`src/rtl/ahb_dmem_bridge.sv`:
```
// ---------------------------------------------------------------------------
// ahb_dmem_bridge
//
// AHB-Lite slave front end for the data memory. It accepts pipelined
// address/data phases and turns them into word-aligned memory strobes.
// Sub-word writes are merged into the full memory word in a single cycle:
// the memory word is read, the selected byte lanes are replaced from HWDATA,
// and the result goes back through the memory's full-word write port.
// Illegal accesses (bad size, misaligned, out of range) get a two-cycle
// ERROR response and never touch the memory.
//
// Parameters:
//   BASE_ADDR  bus address mapped to memory byte 0
//   MEM_BYTES  memory size in bytes (multiple of 4)
//
// Ports:
//   clk, reset_n            clock (rising edge), async active-low reset
//   HSEL, HADDR, HTRANS,    AHB-Lite address phase
//   HWRITE, HSIZE, HREADY
//   HWDATA                  AHB-Lite data-phase write data
//   HRDATA, HREADYOUT,      AHB-Lite slave response
//   HRESP
//   mem_sel, mem_read,      memory strobes (mem_sel drives HSEL2)
//   mem_write
//   address_ram             word-aligned memory byte offset
//   write_data              merged write word
//   read_data               combinational memory read word
//
// Build option:
//   AHB_DMEM_RDREG_EN  when defined, reads take one wait state (RD -> RD2)
//                      and HRDATA comes from a register, removing the
//                      combinational memory-to-HRDATA path.
// ---------------------------------------------------------------------------
module ahb_dmem_bridge #(
    parameter logic [31:0] BASE_ADDR = 32'h0000_0000,
    parameter int unsigned MEM_BYTES = 1024
) (
    input  logic        clk,
    input  logic        reset_n,
    input  logic        HSEL,
    input  logic [31:0] HADDR,
    input  logic [1:0]  HTRANS,
    input  logic        HWRITE,
    input  logic [2:0]  HSIZE,
    input  logic [31:0] HWDATA,
    input  logic        HREADY,
    output logic [31:0] HRDATA,
    output logic        HREADYOUT,
    output logic        HRESP,
    output logic        mem_sel,
    output logic        mem_read,
    output logic        mem_write,
    output logic [31:0] address_ram,
    output logic [31:0] write_data,
    input  logic [31:0] read_data
);

    // S_RD is the single read data phase in the default build and the
    // first (memory access) cycle of a read when AHB_DMEM_RDREG_EN is set.
    // S_RD2 is only reachable with AHB_DMEM_RDREG_EN.
    typedef enum logic [2:0] {
        S_IDLE,
        S_RD,
        S_WR,
        S_ERR1,
        S_ERR2,
        S_RD2
    } state_t;

    state_t      state_q, state_d;
    logic [31:0] off_q, off_d;
    logic [1:0]  size_q, size_d;

`ifdef AHB_DMEM_RDREG_EN
    logic [31:0] rdata_q, rdata_d;
`endif

    // Address-phase decode
    logic        accept;
    logic [31:0] off_in;
    logic        acc_err;
    logic        can_accept;
    logic        take;

    // HTRANS[0] only distinguishes BUSY/SEQ, which this slave treats
    // identically to IDLE/NONSEQ respectively.
    logic        unused_htrans0;
    assign unused_htrans0 = HTRANS[0];

    assign accept = HSEL && HREADY && HTRANS[1];
    assign off_in = HADDR - BASE_ADDR;
    assign acc_err = (HSIZE > 3'd2)
                   || ((HSIZE == 3'd1) && HADDR[0])
                   || ((HSIZE == 3'd2) && (HADDR[1:0] != 2'b00))
                   || (off_in >= MEM_BYTES);

    // Write merge: replace the addressed byte lanes of the current word.
    logic [3:0]  lane_en;
    logic [31:0] merged;

    always_comb begin
        lane_en = '0;
        case (size_q)
            2'd0:    lane_en[off_q[1:0]] = 1'b1;
            2'd1:    lane_en = off_q[1] ? 4'b1100 : 4'b0011;
            default: lane_en = '1;
        endcase
        for (int unsigned i = 0; i < 4; i++) begin
            merged[8*i +: 8] = lane_en[i] ? HWDATA[8*i +: 8] : read_data[8*i +: 8];
        end
    end

    // -----------------------------------------------------------------------
    // State register
    // -----------------------------------------------------------------------
    always_ff @(posedge clk or negedge reset_n) begin
        if (!reset_n) begin
            state_q <= S_IDLE;
            off_q   <= '0;
            size_q  <= '0;
`ifdef AHB_DMEM_RDREG_EN
            rdata_q <= '0;
`endif
        end else begin
            state_q <= state_d;
            off_q   <= off_d;
            size_q  <= size_d;
`ifdef AHB_DMEM_RDREG_EN
            rdata_q <= rdata_d;
`endif
        end
    end

    // -----------------------------------------------------------------------
    // Next-state logic
    // -----------------------------------------------------------------------
    always_comb begin
        // A new address phase overlaps any data phase that completes
        // this cycle with HREADYOUT high.
        can_accept = 1'b1;
        case (state_q)
            S_ERR1:  can_accept = 1'b0;
`ifdef AHB_DMEM_RDREG_EN
            S_RD:    can_accept = 1'b0;
`endif
            default: can_accept = 1'b1;
        endcase
        take = can_accept && accept;

        off_d  = take ? off_in : off_q;
        size_d = take ? HSIZE[1:0] : size_q;

        state_d = S_IDLE;
        if (state_q == S_ERR1) begin
            state_d = S_ERR2;
`ifdef AHB_DMEM_RDREG_EN
        end else if (state_q == S_RD) begin
            state_d = S_RD2;
`endif
        end else if (take) begin
            if (acc_err) begin
                state_d = S_ERR1;
            end else if (HWRITE) begin
                state_d = S_WR;
            end else begin
                state_d = S_RD;
            end
        end

`ifdef AHB_DMEM_RDREG_EN
        rdata_d = (state_q == S_RD) ? read_data : rdata_q;
`endif
    end

    // -----------------------------------------------------------------------
    // Output logic
    // -----------------------------------------------------------------------
    always_comb begin
        HRDATA      = '0;
        HREADYOUT   = 1'b1;
        HRESP       = 1'b0;
        mem_sel     = 1'b0;
        mem_read    = 1'b0;
        mem_write   = 1'b0;
        address_ram = '0;
        write_data  = '0;
        case (state_q)
            S_RD: begin
                mem_sel     = 1'b1;
                mem_read    = 1'b1;
                address_ram = {off_q[31:2], 2'b00};
`ifdef AHB_DMEM_RDREG_EN
                HREADYOUT   = 1'b0;
`else
                HRDATA      = read_data;
`endif
            end
            S_WR: begin
                mem_sel     = 1'b1;
                mem_read    = 1'b1;
                mem_write   = 1'b1;
                address_ram = {off_q[31:2], 2'b00};
                write_data  = merged;
            end
            S_ERR1: begin
                HREADYOUT = 1'b0;
                HRESP     = 1'b1;
            end
            S_ERR2: begin
                HRESP = 1'b1;
            end
`ifdef AHB_DMEM_RDREG_EN
            S_RD2: begin
                HRDATA = rdata_q;
            end
`endif
            default: begin
            end
        endcase
    end

endmodule

```
`config.mk`:
```
export PLATFORM = sky130hd
export DESIGN_NAME = ahb_dmem_bridge
export DESIGN_NICKNAME = d
export VERILOG_FILES = /design/src/rtl/ahb_dmem_bridge.sv
export SDC_FILE = /design/constraint.sdc
export NUM_CORES = 1
export LEC_CHECK = 0
export CAP_MARGIN = 20
export CORE_UTILIZATION = 33
export CTS_BUF_LIST = sky130_fd_sc_hd__clkbuf_16
export DETAILED_ROUTE_END_ITERATION = 6
export GPL_ROUTABILITY_DRIVEN = 0
export PLACE_DENSITY = 0.82
export SETUP_SLACK_MARGIN = 0.1
export SLEW_MARGIN = 5
export SYNTH_ARGS = -nofsm -noshare
export SYNTH_HDL_FRONTEND = slang
export SYNTH_SLANG_ARGS = --single-unit
```
`constraint.sdc`:
```
create_clock -name clk -period 2.32 [get_ports clk]
set_clock_uncertainty 0.2 [all_clocks]
set_input_delay 0.464 -clock clk [delete_from_list [all_inputs] [get_ports clk]]
set_output_delay 0.464 -clock clk [all_outputs]
set_load 0.02 [all_outputs]
```
== Yosys cells after proc, flatten, opt, wreduce, memory -nomap -nowiden ==
Cells that the tools add are included.
Word-level totals
  flip-flop bits (word level): 37
  input port bits: 106
  output and inout bits: 101
  word-level logic and storage cells: 46
Cells by class
  order comparisons: 4
  eq/ne operators: 7
  muxes and demuxes: 19
  reductions and logical operators: 13
Operators with widths (number)
  32-bit two-way mux: 3
  32-bit by 11-bit >= comparator with 1-bit output (second input constant): 1
  8-bit two-way mux: 4
  3-bit by 2-bit == test with 1-bit output (second input constant): 3
  4-bit one-hot mux with 2 select lines: 1
  3-bit by 1-bit == test with 1-bit output (second input constant): 2
  1-bit logical AND: 6
  2-bit two-way mux: 3
  1-bit two-way mux: 5
  4-bit two-way mux: 1
  2-bit OR reduction: 2
  3-bit == test (second input constant): 1
  3-bit by 2-bit greater-than comparator with 1-bit output (second input constant): 1
  1-bit logical OR: 3
  2-bit by 3-bit less-than comparator with 1-bit output (second input constant): 1
  3-bit two-way mux: 1
  1-bit demux with 2-bit select: 1
  2-bit by 1-bit == test with 1-bit output (second input constant): 1
  2-bit by 1-bit >= comparator with 1-bit output (second input constant): 1
  2-bit logical NOT: 1
  2-bit nonzero test: 1

== Longest topological paths before layout ==
  word-level depth: 8
  mapped depth: 7
  mapped depth without buffers: 5

== Worst setup path before layout ==
Ideal clock, no wire load.
  path type: register -> output
  start point: register state_q[0]
  end point: output mem_sel
  arrival: 1.366 ns
  data required time: 1.656 ns
  path slack: 0.290 ns
  cell stages (with the launch flop): 8
  buffers on the path: 2
  cells stage by stage: dfrtp_1 nor2_1 nand2_1 inv_2 nor2_1 buf_2 inv_1 buf_4
On the way
  longest elaborated chain between the ends: 3
  elaborated cells between the ends (all ways): 4
  classes of those cells: eq/ne: 2; mux: 1; reduce/logical: 1
RTL lines
  start, declared: line 70  | state_t state_q, state_d;
  start signal, assigned: line 125  | state_q <= state_d;
  3-bit by 2-bit == test with 1-bit output / 3-bit by 1-bit == test with 1-bit output (equally long branches)
  2-bit OR reduction (no source line) (*)
  1-bit two-way mux (*)
  end, declared: line 50  | output logic mem_sel,
Mark *: on every way between the ends. The rest lies on a longest branch, timed or not.

== Worst setup path in the final report ==
  start point: register off_q[0]
  end point: output write_data[8]
On the way
  longest elaborated chain between the ends: 7
  elaborated cells between the ends (all ways): 8
  classes of those cells: order compare: 2; mux: 5; reduce/logical: 1
RTL lines
  start, declared: line 71  | logic [31:0] off_q, off_d;
  start signal, assigned: line 119  | off_q <= '0;
  start signal, assigned: line 126  | off_q <= off_d;
  2-bit by 3-bit less-than comparator with 1-bit output (not written as such) / 2-bit by 1-bit >= comparator with 1-bit output (equally long branches): line 104  | 2'd0: lane_en[off_q[1:0]] = 1'b1;
  1-bit logical AND (not written as such): line 104
  1-bit two-way mux (not written as such): line 104
  1-bit demux with 2-bit select (*): line 104
  4-bit one-hot mux with 2 select lines (*): line 103  | case (size_q)
  8-bit two-way mux (*): line 109  | merged[8*i +: 8] = lane_en[i] ? HWDATA[8*i +: 8] : read_data[8*i +: 8];
  32-bit two-way mux (*): line 187  | case (state_q)
  end, declared: line 54  | output logic [31:0] write_data,
Marked as above.

==> impl_results.md <==
* Status: finished, violations left
* Failing checks: setup timing
* Crit-path cells: or2_4 -> a21oi_4 -> buf_12 -> mux2i_1 -> nor2_1 -> buf_4
* Cell count after synthesis at 248
* Routed WL at 9.79 mm
* Kind of critical path: flop to output port
* DR WL met3 at 722 um
* Sink Count at 37
* Site Rows at 31
* CP arrival at 1.68 ns
* Die Width at 89.0 um
* Fin. max-slew vios at 0
* Yosys top cell by area: dfrtp_1
* Fmax at 427 MHz
* Initial core utilization at 0.342
* FF+latch count, synth at 37
* CTS Root Cell: clkbuf_16
* Ys async rst share at 1.00
* WHS Path Cells at 1
* R2R depth at 6
* # DRC at 0
* Req. time, crit path at 1.66 ns
* PwrDens at 517 nW/um2
* Post-Route M1 WL at 3.66 mm
* Worst-skew pair later-pin latency at 0.28 ns
* RSZ-0062 raised after global routing: true
* Lkg Pwr at 2.46 nW
* Reg2Reg Setup Slack at 0.55 ns
* Via count of the first global-routing pass at 2708
* Synth top area share at 0.371
* H-tree Lvls at 2
* Min-Delay Path Class: flop to flop
* Final period util at 1.01
* Via count at 2676
* Gr ovfl total at 0
* Length of routed met2 wiring at 5.28 mm
* P&R area growth vs syn at 115%
* N_diodes at 0
* Average cell area after synthesis at 10.1 um2
* Post-route setup slack at -0.0230 ns
* Worst Path Max Fanout at 8
* Top Ports at 207
* Max cap viols at 0
* Critical Path Max Stage Delay at 0.37 ns
* Critical path depth in cells at 6
* TritonRoute pass-1 iters at 4
* Post-synth top cells: dfrtp_1, nor2_1, and2_1, mux2i_1, nor2b_1
* Most common cell in the netlist: dfrtp_1
* Final setup vio count at 6
* WP buf/inv at 2
* Via density at 4.63
* Setup TNS at -0.0607 ns
* Worst-case clock buffer depth at 2
* Seq/Total Area, Yosys at 0.371
* Drt first-iter violations at 27
* Highest Signal Layer: met4
* Critical Path Sink Type: output port
* Avg WL per Cell at 16.9 um
* Die height at 89.0 um
* Peak supply drop at 0.428 mV
* Count of input and output buffers at 203
* GRT Overall Usage at 0.225
* Post-synth top flop: dfrtp_1
* Reg-to-Reg Start: state_q[2]
* Worst Setup Start Kind: flop
* Final Critical Period at 2.34 ns
* Cell family with most CP delay: flip-flops
* Initial antenna violation count at 0
* Final Hold Vio Count at 0
* Yosys synthesis warning count at 0
* Setup crit start: off_q[0]
* Routed Antenna Nets at 0
* Number of flops mapped to enable cells by yosys at 0
* Post-synthesis cell type count at 28
* Hpwl dp at 6.65 mm
* Pre-CTS WS at -0.127 ns
* Largest cells by area after synthesis: dfrtp_1, mux2_1, mux2i_1
* Mapped Area at 2490 um2
* First-pass GRT wire length at 13.6 mm
* Core box area at 7290 um2
* Die area at 7910 um2
* Largest net degree at the start of global routing at 38
* FF-to-FF End: off_q[1]
* CP max stage cell: dfrtp_1
* Critical Path Sink: write_data[8]
* Nets@finish at 584
* Clk slew on worst S/H paths at 0.06 ns
* CTS tree: built
* Ratio of cells with drive above 1 in the final layout at 0.438
* Num CTS Buffers at 5
==> repair_timing <==
action / in CTS / in global routing
cloned: 5 / 1
hold buffers: 1 / 0
gates resized for setup: 486 / 112
endpoints found under the setup margin: 99 / 97
buffers inserted: 12 / 4
endpoints found under the hold margin: 37 / 0
pin swaps: 8 / 21
==> where the power goes <==
part | leakage, nW | internal [mW] | switching, mW | total [mW]
combinational | 1.94 | 0.698 | 0.465 | 1.16
sequential | 0.440 | 0.763 | 0.0747 | 0.838
clock | 0.0852 | 0.505 | 0.264 | 0.768
==> stage by stage <==
stage	cells	total power [mW]	area [um2]	utilization	hold WS (ns)
2_1_floorplan	249	1.32	2500	-	-0.0316
3_3_place_gp	548	1.80	4740	0.650	0.242
3_5_place_dp	548	1.83	4740	0.650	0.247
4_1_cts	574	2.66	4940	0.677	0.280
5_1_grt	578	2.89	5360	0.735	0.304
6_report	578	2.77	5360	0.735	0.282
==> cells by family after synthesis <==
| logic type | count (synthesis) | synth area share |
|---|---|---|
| DFF | 37 | 0.371 |
| muxes | 66 | 0.282 |
| and+or+nand+nor | 117 | 0.266 |
| buffers and inverters | 20 | 0.0451 |
| other | 1 | 0.00150 |
| AOI/OAI and AO/OA | 7 | 0.0341 |
==> layer usage <==
metal,vias to the layer above,GRT usage
met3,13,0.0582
met5,-,0
met2,102,0.421
met1,1267,0.259
met4,0,0.0491
li1,1294,-
==> worst register-to-register path, stage by stage, from the launching register on <==
cell and delay, ns:
dfrtp_1 0.41, buf_4 0.14, nand3b_4 0.14, inv_2 0.08, nor2_8 0.13, buf_12 0.20
mux2_2 0.37
==> sequential cells by signal, indices dropped and copies added, names as in the netlist <==
name / cells
off_q: 32
size_q: 2
state_q: 3
==> cell type report <==
cell class              instances  area (um2)
well taps                      99         124
clock inverters                 3        42.5
repair buffers                238        2420
multi-input cells             192        1700
flip-flops and latches         37         930
fillers                       545        1940
inverters                       4        15.0
clock buffers                   5         125
==> worst min path at each step <==
stage / end / from
2_1_floorplan: off_q[0] / reset_n
3_3_place_gp: off_q[14] / reset_n
3_5_place_dp: off_q[15] / reset_n
4_1_cts: off_q[17] / off_q[17]
5_1_grt: off_q[25] / off_q[25]
6_report: off_q[23] / off_q[23]
==> placed cells by master (no fill, tap or decap), types with 5 or more instances in the layout <==
| master | count |
|---|---|
| and2_1 | 15 |
| and2_4 | 17 |
| buf_12 | 7 |
| buf_2 | 11 |
| buf_4 | 55 |
| buf_6 | 51 |
| clkbuf_16 | 6 |
| clkdlybuf4s50_1 | 103 |
| dfrtp_1 | 34 |
| mux2_1 | 29 |
| mux2_2 | 5 |
| mux2i_1 | 26 |
| mux2i_2 | 6 |
| nor2_1 | 30 |
| nor2_2 | 5 |
| nor2b_1 | 8 |
| nor2b_4 | 18 |
| nor4_1 | 5 |
(Power assumes the default switching activity.)
==> patch (same settings) <==
The option `AHB_DMEM_RDREG_EN` is turned on by a define.
--- a/src/rtl/ahb_dmem_bridge.sv
+++ b/src/rtl/ahb_dmem_bridge.sv
@@ -31,6 +31,8 @@
 //                      and HRDATA comes from a register, removing the
 //                      combinational memory-to-HRDATA path.
 // ---------------------------------------------------------------------------
+`define AHB_DMEM_RDREG_EN
+
 module ahb_dmem_bridge #(
     parameter logic [31:0] BASE_ADDR = 32'h0000_0000,
     parameter int unsigned MEM_BYTES = 1024
Check against the original RTL: not equivalent (a bounded check fails within 4 cycles, from zero or initial values and one cycle with reset_n low).
==> patch against the original RTL <==
- the flow still finishes with violations (setup timing)
- count of clock-buffer cells in the layout rose by 4
- maximum frequency fell by 2.8%
- sequential share of layout area rose by 7.7 points
- die area up 51%
- final cell count increased by 24%
- sequential cell count is 32 higher
- via count up 27%
- routed wire length up 25%
- power rose to 2.9 times the old value
- final area is 29% higher
- worst setup slack lost 0.069 ns
- area after synthesis up 53%
==> patch: results (changes against the original RTL) <==
[run_status]
status=finished with violations  ; unchanged
violations=setup timing  ; unchanged

[cts]
cts_setup_buffers=4  ; was 12
insertion_delay_ns=0.32  ; was 0.28 ns
cts_resized=470  ; was 486
htreeDepth=3  ; was 2
cts_buffers=9  ; was 5

[cells_and_area]
drive_gt1_share_pct=49.7  ; was 43.8%
nets=679  ; was 584
top_regs=off_q: 32 flops, rdata_q: 32 flops, state_q: 3 flops  ; was off_q: 32 flops, state_q: 3 flops, size_q: 2 flops

[global_route]
grt_usage_pct=19.2  ; was 22.5%
grt_util_met2_pct=36.8  ; was 42.1%
grt_util_met1_pct=20.4  ; was 25.9%
grt_pass1_vias=3503  ; was 2708
grt_use_met3_pct=5.04  ; was 5.82%
grt_pass1_wl_um=17400  ; was 13600 um

[timing]
worst_slack_ns=-0.0917  ; was -0.0230 ns
setup_tns_ns=-1.58  ; was -0.0607 ns
final-setup-viol-count=56  ; was 6

[yosys]
yosys-top-cells-count=dfrtp_1, nor2_1, and2_1, mux2i_1, mux2_2  ; was dfrtp_1, nor2_1, and2_1, mux2i_1, nor2b_1
synth_area_leaders=dfrtp_1, mux2_4, mux2_2, mux2i_1, and2_1  ; was dfrtp_1, mux2_1, mux2i_1, and2_1, nor2b_1
yosysSeqAreaShare_pct=45.3  ; was 37.1%
ys_types=30  ; was 28

[critical_path]
crit_arrival_ns=1.75  ; was 1.68 ns
rrSetupSlack_ns=0.43  ; was 0.55 ns
slowest_delay_ns=0.39  ; was 0.37 ns
r2r_cells=5  ; was 6
r2r_start=state_q[0]  ; was state_q[2]
rr_endpoint=rdata_q[16]  ; was off_q[1]
crit_end=write_data[13]  ; was write_data[8]

[power]
leakagePower_nw=3.21  ; was 2.46 nW
sw_frac_of_total_pct=34.8  ; was 29.0%

[routing]
wirelength_um=12200  ; was 9790 um
viasPerCell=4.73  ; was 4.63
drt_iter0_drc=106  ; was 27

[place]
pre_cts_ws_ns=-0.192  ; was -0.127 ns

## patch: how the worst min path moves through the flow
stage,startpoint,endpoint,slack [ns],depth (start not counted)
4_1_cts,off_q[27],off_q[27],0.29,1
3_5_place_dp,reset_n,rdata_q[27],0.23,1
5_1_grt,off_q[2],off_q[2],0.31,1
3_3_place_gp,reset_n,rdata_q[27],0.23,1
2_1_floorplan,reset_n,off_q[0],-0.03,0
6_report,off_q[27],off_q[27],0.29,1
## patch: final cells by class
type,count,area [um2]
fill,864,4140
timing repair buffer,260,2540
multi-input combinational,227,2090
sequential,69,1730
clock buffer,9,225
tap,140,175
clock inverter,7,105
inverter,6,22.5
## patch: metal layers
metal	part of all wire, %	wire (um)
met3	7.9	961
met5	0	0
met1	38	4670
met4	0.69	84
met2	53	6530
## patch: through the flow
stage,area (um2),std cells
6_report,6890,718
5_1_grt,6890,718
4_1_cts,6570,712
3_5_place_dp,6340,689
3_3_place_gp,6340,689
2_1_floorplan,3810,322
## patch: cell families (layout without fill, tap and decap cells)
kind of cell           after synthesis  in the layout  share of synthesized area (%)
buffers and inverters               26            282                           4.04
muxes                               97             97                           30.5
DFF                                 69             69                           45.4
other                                1              2                         0.0985
and+or+nand+nor                    119            119                           17.5
AOI/OAI and AO/OA                    9              9                           2.46
## patch: power by group through the flow
| stage | clock network [W] | logic (W) | registers (W) |
|---|---|---|---|
| after floorplan | 0 | 0.00245 | 0.00198 |
| after global placement | 0 | 0.00389 | 0.00204 |
| after detailed placement | 0 | 0.00397 | 0.00209 |
| after CTS | 0.00156 | 0.00405 | 0.00208 |
| after global routing | 0.00161 | 0.00463 | 0.00218 |
| final | 0.00152 | 0.00438 | 0.00211 |
